## config.mk

```make
export PLATFORM = sky130hd
export DESIGN_NAME = btn_click_decoder
export DESIGN_NICKNAME = d
export VERILOG_FILES = /design/src/rtl/btn_click_decoder.sv
export SDC_FILE = /design/constraint.sdc
export NUM_CORES = 1
export LEC_CHECK = 0
export ABC_AREA = 0
export ABC_CLOCK_PERIOD_IN_PS = 3000
export BUFFER_PORTS_ARGS = -buffer_cell sky130_fd_sc_hd__buf_4
export CAP_MARGIN = 20
export CORE_MARGIN = 2
export CORE_UTILIZATION = 55
export CTS_BUF_LIST = sky130_fd_sc_hd__clkbuf_4 sky130_fd_sc_hd__clkbuf_8
export CTS_CLUSTER_DIAMETER = 200
export DETAILED_ROUTE_END_ITERATION = 8
export MAX_ROUTING_LAYER = met4
export PLACE_DENSITY = 0.72
export REMOVE_ABC_BUFFERS = 1
export SETUP_SLACK_MARGIN = 0.15
export SYNTH_ARGS = -nofsm -noshare
export SYNTH_HDL_FRONTEND = slang
export SYNTH_SLANG_ARGS = --single-unit
```

## constraint.sdc

```tcl
create_clock -name clk -period 3 [get_ports clk]
set_clock_uncertainty 0.05 [all_clocks]
set_input_delay 0.6 -clock clk [delete_from_list [all_inputs] [get_ports clk]]
set_output_delay 0.6 -clock clk [all_outputs]
set_load 0.05 [all_outputs]
```

## src/rtl/btn_click_decoder.sv

```systemverilog
// btn_click_decoder: classifies debounced presses into single, double and long clicks on a private 1 ms tick.
// Optional build macro AUTO_REPEAT_EN makes o_long repeat every REPEAT_MS ticks while held.
module btn_click_decoder #(
    parameter int F_COUNT   = 100000,
    parameter int LONG_MS   = 800,
    parameter int DOUBLE_MS = 300,
    parameter int REPEAT_MS = 200
) (
    input  logic clk,
    input  logic rst,
    input  logic i_pulse,
    input  logic i_level,
    output logic o_single,
    output logic o_double,
    output logic o_long,
    output logic o_busy
);
    localparam int MAX_LD = LONG_MS > DOUBLE_MS ? LONG_MS : DOUBLE_MS;
    localparam int MAX_MS = MAX_LD > REPEAT_MS ? MAX_LD : REPEAT_MS;
    localparam int MW     = $clog2(MAX_MS) + 1;
    localparam int DW     = F_COUNT > 1 ? $clog2(F_COUNT) : 1;

    localparam logic [2:0] IDLE      = 3'd0;
    localparam logic [2:0] PRESSED   = 3'd1;
    localparam logic [2:0] WAIT_2ND  = 3'd2;
    localparam logic [2:0] SECOND    = 3'd3;
    localparam logic [2:0] LONG_HELD = 3'd4;

    logic [DW-1:0] div;
    logic [MW-1:0] ms;
    logic [2:0]    state, nxt;
    logic          tick, timed, restart, fire_s, fire_d, fire_l;

    assign tick   = div == DW'(F_COUNT - 1);
    assign timed  = state == PRESSED || state == WAIT_2ND || state == LONG_HELD;
    assign o_busy = state != IDLE;

    always_ff @(posedge clk or posedge rst)
        if (rst) div <= '0;
        else     div <= tick ? '0 : div + 1'b1;

    // Release and pulse are tested before the tick so they win simultaneous events.
    always_comb begin
        nxt     = state;
        fire_s  = 1'b0;
        fire_d  = 1'b0;
        fire_l  = 1'b0;
        restart = 1'b0;
        case (state)
            IDLE:     if (i_pulse) nxt = PRESSED;
            PRESSED:
                if (!i_level) nxt = WAIT_2ND;
                else if (tick && ms == MW'(LONG_MS - 1)) begin
                    nxt    = LONG_HELD;
                    fire_l = 1'b1;
                end
            WAIT_2ND:
                if (i_pulse) nxt = SECOND;
                else if (tick && ms == MW'(DOUBLE_MS - 1)) begin
                    nxt    = IDLE;
                    fire_s = 1'b1;
                end
            SECOND:
                if (!i_level) begin
                    nxt    = IDLE;
                    fire_d = 1'b1;
                end
            LONG_HELD:
                if (!i_level) nxt = IDLE;
`ifdef AUTO_REPEAT_EN
                else if (tick && ms == MW'(REPEAT_MS - 1)) begin
                    fire_l  = 1'b1;
                    restart = 1'b1;
                end
`endif
            default:  nxt = IDLE;
        endcase
    end

    always_ff @(posedge clk or posedge rst)
        if (rst) begin
            state    <= IDLE;
            ms       <= '0;
            o_single <= 1'b0;
            o_double <= 1'b0;
            o_long   <= 1'b0;
        end else begin
            state    <= nxt;
            o_single <= fire_s;
            o_double <= fire_d;
            o_long   <= fire_l;
            if (nxt != state || restart) ms <= '0;
            else if (timed && tick && ms != '1) ms <= ms + 1'b1;
        end
endmodule
```

# Yosys cells after proc, flatten, opt, wreduce, memory -nomap -nowiden
# Index checks and enable logic that the tools add are counted.
# Widths: inputs -> output; s select.
totals:
  inputBits: 4
  reg_bits: 34
op_classes:
  add_sub_neg: 2
  n_eq_ne: 9
  muxes: 18
  n_reduce_logical: 10
op_table:
  columns: ["operator", "count"]
  rows:
  - ["$mux 11", 2]
  - ["$mux 3", 6]
  - ["$add 17x1->17 const B", 1]
  - ["$eq 17x17->1 const B", 1]
  - ["$mux 17", 1]
  - ["$pmux 3 s4", 1]
  - ["$add 11x1->11 const B", 1]
  - ["$eq 11x10->1 const B", 1]
  - ["$eq 11x9->1 const B", 1]
  - ["$ne 11x11->1 const B", 1]
  - ["$mux 1", 8]
  - ["$eq 3x2->1 const B", 2]
  - ["$logic_and 1x1->1", 4]
  - ["$eq 3x1->1 const B", 1]
  - ["$eq 3x3->1 const B", 1]
  - ["$logic_not 3->1", 1]
  - ["$ne 3x3->1", 1]
  - ["$reduce_bool 3->1", 1]
  - ["$logic_or 1x1->1", 2]
  - ["$reduce_bool 2->1", 1]
  - ["$reduce_or 2->1", 1]

# Depth between registers and ports, before layout
# Gate-level depths: netlist (run 1).
depth:
  word_depth: 7
  depth_mapped: 7
  depth_no_buf: 6

# Worst setup path before layout (run 1)
# Ideal clock, no wire load.
synth_timing:
  path_kind: "register -> register"
  from: "register div[8]"
  to: "register ms[9]"
  n_path_buf: 0
  arrival_ns: 2.057
  setup_slack_ns: 0.807
  synth_period_minus_slack_ns: 2.193
  required_time_ns: 2.863
  stages_incl_launch_ff: 6
  cell_sequence: "dfrtp_1 > or4_4 > nor4_4 > nand4_4 > or4_1 > a211oi_2"
synth_via:
  elab_chain_cells: 7
  word_cells_on_any_way: 13
synth_lines:
  columns: ["element", "line_no", "source"]
  rows:
  - ["start: declaration", "29", "logic [DW-1:0] div;"]
  - ["start signal: assignment", "40", "else div <= tick ? '0 : div + 1'b1;"]
  - ["$eq 17x17->1 (*)", "34", "assign tick = div == DW'(F_COUNT - 1);"]
  - ["$logic_and 1x1->1 (on tied branches)", "59, 53", null]
  - ["$mux 3 (on tied branches)", "59, 53", null]
  - ["$mux 3 (on tied branches)", "58, 52", null]
  - ["$pmux 3 s4", "49", "case (state)"]
  - ["$ne 3x3->1", "92", "if (nxt != state || restart) ms <= '0;"]
  - ["$mux 11 / $reduce_bool 2->1 (equally long branches)", null, null]
  - ["end signal: assignment", "93", "else if (timed && tick && ms != '1) ms <= ms + 1'b1;"]
  - ["end: declaration", "30", "logic [MW-1:0] ms;"]
# Mark *: on every way between the ends. The rest lies on a longest branch, timed or not.
# A chain may end at the register's enable or synchronous reset.

# Final worst setup path (run 1)
# Same ends and word-level chain as after synthesis.

==> flow_summary_export.csv, run 1 <==
group,metric,value,unit
clocking,cts_tree,"built",
worst_setup_path,crit_fanout,18,
worst_setup_path,path_buf_inv,0,
cells_and_area,multi_input_area,947,sq um
placement,port_buffers,7,
floorplan,die_y,62.2,um
run,drv_cap,0,
clocking,cts_setup_buffers,0,
cells_and_area,drive_gt1_frac,0.162,
drt,first_pass_iters,4,
floorplan,die_w,62.2,um
drt,vias,1448,
timing,max_slew.worst_pin.slew,747,ps
drt,avgViaCountPerCell,5.96,
clocking,clock_latency,330,ps
pwr,p_seq_frac,0.549,
global_routing,antenna_found_initial,0,
global_routing,track_usage,0.220,
drt,wire_per_inst,14.9,um
clocking,clkSinkCount,34,
worst_setup_path,path_cells,"or4_4 > nor4_4 > nand4_4 > or4_1 > a211oi_2",
synthesis,ys_seq_area_frac,0.457,
pwr,pwr-share-comb,0.144,
clocking,cts_resized,0,
worst_setup_path,path_depth,5,
worst_setup_path,ff2ff_path_depth,5,
run_status,status,"finished, final reports clean",
floorplan,rows,21,
worst_setup_path,cpLargestDelayFamily,"simple AND/OR/NAND/NOR gates",
pwr,p_clk_frac,0.307,
synthesis,yosysWarnings,0,
synthesis,synth_cell_types,44,
global_routing,grt_max_degree,35,
drt,drt-total-wl,3610,um
synthesis,synth_area_per_cell,10.0,sq um
floorplan,coreArea,3280,sq um
synthesis,synth_edf_count,0,
worst_setup_path,max_stage_delay,590,ps
clocking,htree_levels,2,
global_routing,overflow,0,
timing,slew_violations,0,
synthesis,synthArstFlopShare,1.00,
timing,fin_worst_hold_slack,290,ps
clocking,clockBufferDepth,2,
timing,slew_headroom,0.498,
cells_and_area,final_nets,202,
hold_path,hp-class,"input port to asynchronous set/reset pin",
drt,detail-route-antenna-nets,0,
clocking,cts_buffers,5,
pwr,vdd_drop_max,0.000296,V
global_routing,grt_pass1_vias,1522,
pwr,leakage,0.835,nW
placement,gp_congestion,0.891,
cells_and_area,fillCellCount,299,
drt,drc,0,
timing,post-route-period-util,0.826,
placement,dp_hpwl,2570,um
synthesis,ys.flop_type,"dfrtp_1",
pwr,switchingPower,0.256,mW
drt,drt_iter0_markers,113,
floorplan,initial_utilization,0.567,
global_routing,grt_first_pass_wirelength,6690,um
synthesis,syn-cell-area,1860,sq um
synthesis,ys_ff_latch,34,
cells_and_area,regArea,851,sq um
timing,rsz0062_at_grt,"false",
worst_setup_path,crit_slowest_cell,"or4_1",
clocking,clk_pin_slew,110,ps
cells_and_area,antenna_cells,0,
synthesis,syn_inst,186,
timing,fin_tns_setup,0,ps
floorplan,boundaryPins,8,
worst_setup_path,cp.required,3210,ps
clocking,hold_buffers,0,
worst_setup_path,criticalPathCategory,"flip-flop to flip-flop",
timing,fin_crit,2480,ps
floorplan,fp.dieArea,3870,sq um
worst_setup_path,worst_setup_path_end_kind,"flip-flop",
pwr,switching_share,0.293,
pwr,p_per_area,435,nW/um^2
timing,setup_viol,0,
pwr,p_int,0.620,mW
timing,fmax,0.403,GHz
cells_and_area,syn2layout_area_growth,8.06,%
clocking,cts_root_buf,"clkbuf_4",
worst_setup_path,arrival,2690,ps
worst_setup_path,cp-start-kind,"flip-flop",
timing,hold_violations,0,
[layout make-up]
| cell class | instances | area share |
|---|---|---|
| clock buffer | 6 | 0.0255 |
| multi-input combinational | 140 | 0.470 |
| inverter | 5 | 0.00932 |
| timing repair buffer | 10 | 0.0373 |
| clock inverter | 2 | 0.00622 |
| tap | 46 | 0.0286 |
| sequential | 34 | 0.423 |
[cells in the mapped netlist, types with 5 or more instances]
cell      count  area share
dfrtp_1      34        0.46
a211oi_1      6       0.024
nand3_1      13       0.035
xor2_1        6       0.028
nor3_1        7       0.019
and3_1        6       0.020
o21ai_0       8       0.021
a21oi_1       5       0.013
nand4_1       7       0.024
nand2_1       8       0.016
or3_1         8       0.027
inv_1         5       0.010
xnor2_1      10       0.047
nor2_1       16       0.032
[metal layers]
layer	part of all wire	track usage
met1	0.47	0.284
met2	0.48	0.351
met3	0.037	0.0417
met4	0.011	0.0778
met5	0	-
[cell usage in the layout, fill, tap and decap left out, types with 7 or more instances in the layout]
cell type,Yosys,routed
buf_4,0,10
dfrtp_1,34,34
nand2_1,8,8
nand3_1,13,13
nand4_1,7,7
nor2_1,16,16
nor3_1,7,7
o21ai_0,8,8
or3_1,8,8
xnor2_1,10,10
[path summary, 6_finish.rpt]
kind,startpoint,to,slack [ps]
max,div[8],ms[9],520
min,rst,ms[0],290
min in group clk,div[14],div[14],450
max in group asynchronous,rst,state[2],2310
max reg2reg,div[8],ms[9],520
min reg2reg,div[14],div[14],450
[per-stage QoR]
step / power (mW) / utilization / worst slack (ps) / instance area (sq um) / std cells
floorplan: 0.575 / - / 630 / 1820 / 179
global placement: 0.612 / 0.594 / 614 / 1950 / 235
detailed placement: 0.616 / 0.594 / 554 / 1950 / 235
CTS: 0.882 / 0.613 / 526 / 2010 / 243
global route: 0.925 / 0.613 / 401 / 2010 / 243
finish: 0.876 / 0.613 / 521 / 2010 / 243
[logic make-up after synthesis]
group | synth area share
AOI/OAI and AO/OA | 0.119
xor gates and xnor gates | 0.0752
adders and majority gates | 0.0134
buffers and inverters | 0.0349
DFF | 0.457
muxes | 0.00537
and+or+nand+nor | 0.296
[registers in the layout (all words and copies together), names as in the netlist]
| name | count |
|---|---|
| div | 17 |
| ms | 11 |
| o_double | 1 |
| o_long | 1 |
| o_single | 1 |
| state | 3 |
[tightest hold or removal path, stage by stage]
cell	delay (ps)
buf_4	100
inv_1	40
buf_4	370
[power by group through the flow]
stage | clock network (mW) | logic, mW | registers (mW)
after global routing | 0.304 | 0.136 | 0.484
final | 0.269 | 0.126 | 0.481
after global placement | 0 | 0.123 | 0.489
after detailed placement | 0 | 0.126 | 0.490
after floorplan | 0 | 0.0843 | 0.491
after CTS | 0.275 | 0.126 | 0.481
Power figures use the tool's default switching activity.
==> run 2, diff against run 1 <==
- ABC_CLOCK_PERIOD_IN_PS: 3000 -> 2530
- clock period: 3 -> 2.53 ns (I/O delays scaled with it)
==> flow_summary_export.csv, run 2 (same netlist as run 1, synthesis figures left out) <==
group,metric,value,unit
worst_setup_path,arrival,2520,ps
drt,detail-route-antenna-nets,0,
drt,drc,0,
clocking,cts_buffers,5,
timing,max_slew.worst_pin.slew,758,ps
cells_and_area,antenna_cells,0,
placement,dp_hpwl,2610,um
worst_setup_path,reg2reg_to,"ms[3]",
timing,fin_tns_setup,0,ps
clocking,clock_latency,330,ps
floorplan,rows,21,
cells_and_area,largest_reg_flops,17,
clocking,clockBufferDepth,2,
floorplan,boundaryPins,8,
cells_and_area,fillCellCount,260,
cells_and_area,syn2layout_area_growth,15.6,%
cells_and_area,max_flop_register,"div",
clocking,htree_levels,2,
placement,port_buffers,7,
worst_setup_path,r2r_setup_slack,220,ps
global_routing,grt_first_pass_wirelength,6990,um
worst_setup_path,cp-start-kind,"flip-flop",
drt,avgViaCountPerCell,6.12,
worst_setup_path,criticalPathCategory,"flip-flop to flip-flop",
pwr,leakage,0.906,nW
floorplan,coreArea,3280,sq um
floorplan,die_w,62.2,um
placement,gp_congestion,0.894,
global_routing,grt_pass1_vias,1521,
hold_path,hp-class,"input port to asynchronous set/reset pin",
run_status,status,"finished, final reports clean",
worst_setup_path,crit_fanout,8,
timing,fin_crit,2310,ps
drt,vias,1548,
cells_and_area,reg_top3,"div: 17 flops, ms: 11 flops, state: 3 flops",
worst_setup_path,cp.required,2730,ps
clocking,cts_root_buf,"clkbuf_4",
pwr,vdd_drop_max,0.000340,V
timing,hold_violations,0,
cells_and_area,final_common_cell,"dfrtp_1",
cells_and_area,fin_util,0.656,
timing,fmax,0.432,GHz
cells_and_area,final_nets,212,
drt,wire_per_inst,15.4,um
timing,post-route-period-util,0.915,
global_routing,grt_max_degree,35,
timing,slew_violations,0,
global_routing,antenna_found_initial,0,
clocking,clkSinkCount,34,
cells_and_area,layout_common_cells,"dfrtp_1 (33), buf_4 (20), nor2_1 (16)",
worst_setup_path,ff2ff_path_depth,6,
clocking,cts_tree,"built",
pwr,p_per_area,578,nW/um^2
floorplan,fp.dieArea,3870,sq um
timing,slew_headroom,0.490,
worst_setup_path,reg2reg_from,"div[11]",
timing,setup_viol,0,
drt,first_pass_iters,4,
floorplan,die_y,62.2,um
drt,drt_iter0_markers,133,
worst_setup_path,startpoint,"div[11]",
clocking,clk_pin_slew,110,ps
global_routing,overflow,0,
worst_setup_path,worst_setup_path_end_kind,"flip-flop",
clocking,hold_buffers,0,
timing,rsz0062_at_grt,"false",
global_routing,track_usage,0.233,
floorplan,initial_utilization,0.567,
drt,drt-total-wl,3890,um
cells_and_area,drive_gt1_frac,0.227,
run,drv_cap,0,
run 2: cell type report:
class	instances	area, sq um	area share
Multi-Input combinational cell	140	963	0.447
Inverter	5	18.8	0.00872
Tap cell	46	57.6	0.0267
Clock buffer	6	51.3	0.0238
Clock inverter	2	60.1	0.0279
Timing Repair Buffer	20	150	0.0697
Sequential cell	34	852	0.396
run 2: what timing repair did:
action	4_1_cts	5_1_grt
gates resized for setup	1	4
setup endpoints to repair	2	11
buffers inserted	4	3
pin swaps	2	2
run 2: how the worst max path moves through the flow:
stage,endpoint,slack (ps),cells past startpoint
floorplan,ms[0],160,5
global placement,ms[9],220,5
detailed placement,ms[9],160,5
CTS,ms[9],160,5
global route,ms[6],100,6
finish,ms[3],220,6
run 2: power by group:
group | internal [mW] | leakage, nW | switching, mW
registers | 0.553 | 0.455 | 0.0128
logic | 0.0522 | 0.393 | 0.108
clock network | 0.335 | 0.0585 | 0.184
total | 0.939 | 0.906 | 0.305
run 2: worst max-delay path, cell delays in order (launching register included):
cell,delay (ps)
dfrtp_1,420
or4_4,550
nor4_4,230
nand4_4,190
buf_4,210
or3_1,340
a211oi_2,230
run 2: layer usage:
metal  track usage  share of wire  vias up
met3        0.0489          0.050       13
met4        0.0972          0.032        0
met5             -              0        -
met1         0.298           0.44      755
met2         0.363           0.48       59
li1              -              -      721
run 2: metrics by stage:
step | setup slack (ps) | instance area [sq um] | hold slack [ps] | cells | power (mW)
floorplan | 160 | 1820 | 405 | 179 | 0.682
global placement | 219 | 1970 | 417 | 238 | 0.731
detailed placement | 163 | 1970 | 434 | 238 | 0.734
CTS | 162 | 2120 | 207 | 250 | 1.25
global route | 99.8 | 2150 | 231 | 253 | 1.30
finish | 216 | 2150 | 200 | 253 | 1.24
